==> config.mk <==
export PLATFORM = sky130hd
export DESIGN_NAME = fifo_rd_ctrl_flat
export DESIGN_NICKNAME = d
export VERILOG_FILES = /design/src/rtl/fifo_rd_ctrl_if.sv /design/src/rtl/fifo_rd_ctrl.sv /design/src/flat_wrapper.sv
export SDC_FILE = /design/constraint.sdc
export NUM_CORES = 1
export LEC_CHECK = 0
export BUFFER_PORTS_ARGS = -buffer_cell sky130_fd_sc_hd__buf_2
export CAP_MARGIN = 20
export CORE_ASPECT_RATIO = 1.2
export CORE_UTILIZATION = 53
export DETAILED_ROUTE_END_ITERATION = 16
export PLACE_DENSITY = 0.79
export REMOVE_ABC_BUFFERS = 1
export SLEW_MARGIN = 20
export SYNTH_ARGS = -nofsm -noshare
export SYNTH_HDL_FRONTEND = slang
export SYNTH_SLANG_ARGS = --single-unit
==> constraint.sdc <==
create_clock -name clk_in -period 2 [get_ports clk_in]
set_clock_uncertainty 0.05 [all_clocks]
set_input_delay 0.4 -clock clk_in [delete_from_list [all_inputs] [get_ports clk_in]]
set_output_delay 0.4 -clock clk_in [all_outputs]
set_load 0.01 [all_outputs]
==> src/rtl/fifo_rd_ctrl_if.sv <==
// Valid/ready output stream of the FIFO drain stage.
// The master drives valid and data; the slave (consumer) drives ready.
interface fifo_rd_ctrl_if #(
    parameter int DATA_WIDTH = 16
);
    logic                  m_valid;
    logic                  m_ready;
    logic [DATA_WIDTH-1:0] m_data;

    modport master (output m_valid, output m_data, input m_ready);
    modport slave  (input m_valid, input m_data, output m_ready);
endinterface

==> src/rtl/fifo_rd_ctrl.sv <==
// Drain stage for fifo_mem: hides the one-cycle read latency behind a 2-entry
// buffer and presents the popped words in order on a valid/ready stream.
//
// state   | meaning
// --------+-------------------------------------------
// S_EMPTY | no word buffered, m_valid low
// S_ONE   | one word buffered in buf0
// S_TWO   | two words buffered, buf0 is the head
module fifo_rd_ctrl #(
    parameter int DATA_WIDTH = 16,
    parameter int CNT_WIDTH  = 16
) (
    input  logic                  clk_in,
    input  logic                  areset_b,
    input  logic                  rd_enable,
    input  logic                  fifo_empty_ind,
    input  logic                  fifo_underflow_ind,
    input  logic [DATA_WIDTH-1:0] fifo_data_out,
    output logic                  fifo_trans_read,
    fifo_rd_ctrl_if.master        m_if,
    output logic [CNT_WIDTH-1:0]  rd_count,
    output logic                  underflow_err
);

    typedef enum logic [1:0] {
        S_EMPTY = 2'd0,
        S_ONE   = 2'd1,
        S_TWO   = 2'd2
    } state_t;

    state_t                state;
    state_t                state_nxt;
    logic                  inflight;
    logic [DATA_WIDTH-1:0] buf0;
    logic [DATA_WIDTH-1:0] buf1;
    logic [DATA_WIDTH-1:0] buf0_nxt;
    logic [DATA_WIDTH-1:0] buf1_nxt;
    logic [1:0]            occ;
    logic [1:0]            credit;
    logic                  m_valid;
    logic                  pop;

    assign occ         = state;
    assign m_valid     = (state != S_EMPTY);
    assign m_if.m_valid = m_valid;
    assign m_if.m_data = buf0;
    assign pop         = m_valid & m_if.m_ready;
    assign credit      = occ + {1'b0, inflight};

    // A read is allowed only if its word is guaranteed a buffer slot on arrival.
    assign fifo_trans_read = areset_b & rd_enable & ~fifo_empty_ind &
                             ((credit < 2'd2) | ((credit == 2'd2) & pop));

    always_ff @(posedge clk_in or negedge areset_b) begin
        if (!areset_b) begin
            state    <= S_EMPTY;
            inflight <= 1'b0;
            buf0     <= '0;
            buf1     <= '0;
        end else begin
            state    <= state_nxt;
            inflight <= fifo_trans_read;
            buf0     <= buf0_nxt;
            buf1     <= buf1_nxt;
        end
    end

    always_comb begin
        state_nxt = state;
        buf0_nxt  = buf0;
        buf1_nxt  = buf1;
        case (state)
            S_EMPTY: begin
                if (inflight) begin
                    state_nxt = S_ONE;
                    buf0_nxt  = fifo_data_out;
                end
            end
            S_ONE: begin
                if (pop && inflight) begin
                    buf0_nxt = fifo_data_out;
                end else if (pop) begin
                    state_nxt = S_EMPTY;
                end else if (inflight) begin
                    state_nxt = S_TWO;
                    buf1_nxt  = fifo_data_out;
                end
            end
            S_TWO: begin
                // Without a pop the credit rule guarantees no capture is pending.
                if (pop) begin
                    buf0_nxt = buf1;
                    if (inflight) begin
                        buf1_nxt = fifo_data_out;
                    end else begin
                        state_nxt = S_ONE;
                    end
                end
            end
            default: state_nxt = S_EMPTY;
        endcase
    end

    always_ff @(posedge clk_in or negedge areset_b) begin
        if (!areset_b) begin
            rd_count      <= '0;
            underflow_err <= 1'b0;
        end else begin
            rd_count      <= rd_count + CNT_WIDTH'(pop);
            underflow_err <= underflow_err | fifo_underflow_ind;
        end
    end

    a_credit_bound : assert property (@(posedge clk_in) disable iff (!areset_b)
        (3'(occ) + 3'(inflight)) <= 3'd2);

endmodule

==> src/flat_wrapper.sv <==
// flat-port wrapper written by rule: the top's interface ports become plain ports
module fifo_rd_ctrl_flat 
#(
    parameter int DATA_WIDTH = 16,
    parameter int CNT_WIDTH  = 16
)
  (clk_in, areset_b, rd_enable, fifo_empty_ind, fifo_underflow_ind, fifo_data_out, fifo_trans_read, rd_count, underflow_err, m_if_m_valid, m_if_m_data, m_if_m_ready);
  fifo_rd_ctrl_if #(.DATA_WIDTH(DATA_WIDTH)) m_if_i ();
  input  logic clk_in;
  input  logic areset_b;
  input  logic rd_enable;
  input  logic fifo_empty_ind;
  input  logic fifo_underflow_ind;
  input  logic [DATA_WIDTH-1:0] fifo_data_out;
  output logic fifo_trans_read;
  output logic [CNT_WIDTH-1:0] rd_count;
  output logic underflow_err;
  output wire logic [$bits(m_if_i.m_valid)-1:0] m_if_m_valid;
  output wire logic [$bits(m_if_i.m_data)-1:0] m_if_m_data;
  input wire logic [$bits(m_if_i.m_ready)-1:0] m_if_m_ready;
  assign m_if_m_valid = m_if_i.m_valid;
  assign m_if_m_data = m_if_i.m_data;
  assign m_if_i.m_ready = m_if_m_ready;
  fifo_rd_ctrl #(.DATA_WIDTH(DATA_WIDTH), .CNT_WIDTH(CNT_WIDTH)) u_core (.clk_in(clk_in), .areset_b(areset_b), .rd_enable(rd_enable), .fifo_empty_ind(fifo_empty_ind), .fifo_underflow_ind(fifo_underflow_ind), .fifo_data_out(fifo_data_out), .fifo_trans_read(fifo_trans_read), .m_if(m_if_i), .rd_count(rd_count), .underflow_err(underflow_err));
endmodule
==> results.yml <==
route:
  drtIter0Drc: 56
  drc: 0
  dr.pass1.iters: 4
  drt-total-wl_mm: 4.276
  wl_per_cell_um: 13.93
  vias: 1599
  vias_per_cell: 5.208
  ant_nets: 0
clock_tree:
  cts_htree_levels: 2
  cts-root-buf: "clkbuf_8"
  cts_tree: "built"
  cts_buffers: 5
  clock_latency_ns: 0.29
  clockBufferDepth: 2
  cts.clk_slew.worst_paths_ns: 0.09
  clock-sinks: 52
worst_setup_path:
  path_max_fanout: 2
  critical_path_arrival_ns: 1.70
  path_class: "reg2out"
  cp-end-kind: "output port"
  start_kind: "register"
  critPathRequiredTime_ns: 1.55
sta:
  timing.final.ws_setup_ns: -0.1463
  drv_slew: 0
  relSlewSlack_pct: 52.54
  fmax_ghz: 0.4659
  finalCritPeriodShare_pct: 107.3
  tightest_slew_ns: 0.7108
  timing.hold.ws_ns: 0.1963
  fin_crit_ns: 2.146
  rsz0062_at_grt: "true"
  finalHoldViolCount: 0
  setup_violations: 1
placed_design:
  post_dp_cell_area_mm2: 0.002703
  port_buffers: 56
  gp_congestion: 0.7095
  post-dp-hpwl_mm: 2.952
layout:
  layout_common_cells: "buf_2, dfrtp_1, nor2_1, a21oi_1, mux2i_1"
  regArea_mm2: 0.001301
  final_common_cell: "buf_2"
  area_growth_pct: 18.13
  diodes: 0
  design_area_mm2: 0.002836
  layout.nets: 274
  multi_input_area_um2: 997.2
  layout-drive-gt1-share_pct: 39.04
  fillers: 356
die:
  die_width_um: 63.44
  num_rows: 26
  core_area_mm2: 0.004294
  die_h_um: 75.73
  die_area_mm2: 0.004804
  start_util_pct: 55.91
  ios: 57
synth:
  synth-seq-cells: 52
  synth_area_per_cell_um2: 12.70
  syn_inst: 189
  synth_warnings: 0
  synth_area_mm2: 0.002401
  yosys.cell_types.count: 33
  yosysSeqAreaShare_pct: 54.19
flow_run:
  timing.max_cap.violations: 0
power_and_ir_drop:
  power_leakage_nw: 1.367
  irDropWorstVdd_mv: 0.5448
  pwr_density_cell_mw_per_mm2: 1006
grt:
  antenna_found_initial: 0
  grt_start_max_net_pins: 53
  first_global_vias: 1604
  grt_pass1_wl_mm: 6.962
  groute.usage.overall_pct: 18.90
  grt-ovfl-total: 0
hold_path:
  hp-class: "in2async"
run_status:
  outcome: "finished with violations"
  failed_checks: "negative setup slack"
[report_power, final]
group | internal, mW | switching, mW
registers | 1.31 | 0.163
logic | 0.356 | 0.328
clock network | 0.370 | 0.328
[worst max-delay path, stage by stage (launching register included)]
cell and delay (ns):
dfrtp_1 0.39, ha_1 0.30, nor2b_2 0.12, a21bo_2 0.14
o22ai_1 0.08, nor3_2 0.21, buf_2 0.16
[path summary, 6_finish.rpt]
| kind | startpoint | endpoint | slack (ns) | depth (start not counted) |
|---|---|---|---|---|
| max | u_core.occ[0] | fifo_trans_read | -0.15 | 6 |
| min | areset_b | u_core.buf1[12] | 0.20 | 2 |
| max reg2reg | u_core.occ[0] | u_core.rd_count[12] | 0.14 | 8 |
| min reg2reg | u_core.underflow_err | u_core.underflow_err | 0.42 | 1 |
| max in group asynchronous | areset_b | u_core.rd_count[8] | 1.28 | 2 |
| min in group clk_in | fifo_empty_ind | u_core.inflight | 0.21 | 2 |
[layer usage]
layer	vias to the layer above	global-route usage (%)	part of all wire, %
li1	773	-	-
met1	784	22.35	44
met2	37	34.99	51
met3	5	3.144	3.1
met4	0	6.818	1.4
met5	-	0	0
[sequential cells by signal, indices dropped and copies added (netlist names)]
register / flops
u_core.occ: 2
u_core.buf1: 16
u_core.underflow_err: 1
u_core.inflight: 1
u_core.m_if.m_data: 16
u_core.rd_count: 16
[cell families (layout without fill, tap and decap cells)]
logic type	count (synthesis)	after routing	synth area share (%)
buffers and inverters	12	74	4.585
flip-flops	52	52	54.19
multiplexers	33	33	16.15
AND/OR/NAND/NOR	50	50	11.15
AO/OA/AOI/OAI	25	25	7.400
XOR/XNOR	15	15	5.472
adder cells (fa/ha/maj)	2	2	1.042
[area by class of cell]
cell class                 count  share of cell area [%]
inverter                       3                  0.3970
clock inverter                 3                   1.500
clock buffer                   5                   2.426
timing repair buffer          63                   12.17
multi-input combinational    125                   35.16
tap                           56                   2.470
sequential                    52                   45.88
[synth_stat cells (all sizes together)]
| cell | instances | area share [%] |
|---|---|---|
| nor3 | 2 | 0.89 |
| nand4 | 3 | 0.78 |
| o211ai | 1 | 0.52 |
| mux2i | 17 | 7.1 |
| a21bo | 1 | 0.42 |
| o21ai | 1 | 0.68 |
| nand2b | 1 | 0.26 |
| ha | 2 | 1.0 |
| nor2b | 3 | 0.78 |
| o32ai | 1 | 0.36 |
| or2 | 2 | 0.52 |
| o22ai | 2 | 0.52 |
| nor2 | 19 | 3.1 |
| nor3b | 1 | 0.52 |
| xnor2 | 12 | 4.4 |
| o2bb2ai | 1 | 1.1 |
| and4 | 3 | 1.1 |
| and3 | 1 | 0.26 |
| inv | 3 | 0.47 |
| nand3 | 6 | 1.3 |
| xor2 | 3 | 1.1 |
| nand2 | 7 | 1.1 |
| a21oi | 18 | 3.8 |
| and2b | 1 | 0.31 |
| or2b | 1 | 0.31 |
| buf | 9 | 4.1 |
| mux2 | 16 | 9.1 |
| dfrtp | 52 | 54 |
[repair_timing]
item | CTS | global route
pin swaps | 0 | 1
resized for setup | 0 | 2
endpoints found under the setup margin | 1 | 1
buffers inserted | 0 | 2
hold buffers | 0 | 0
gates cloned | 0 | 0
[stage by stage]
stage / TNS, ns / power (mW) / cells / setup slack [ns] / utilization, %
2_1_floorplan: 0 / 1.884 / 180 / 0.09134 / -
3_3_place_gp: 0 / 2.137 / 297 / 0.1886 / 62.94
3_5_place_dp: 0 / 2.173 / 297 / 0.1381 / 62.94
4_1_cts: -0.1962 / 2.873 / 305 / -0.1962 / 65.53
5_1_grt: -0.2879 / 3.024 / 307 / -0.2425 / 66.05
6_report: -0.1463 / 2.853 / 307 / -0.1463 / 66.05
Power figures use the tool's default switching activity.
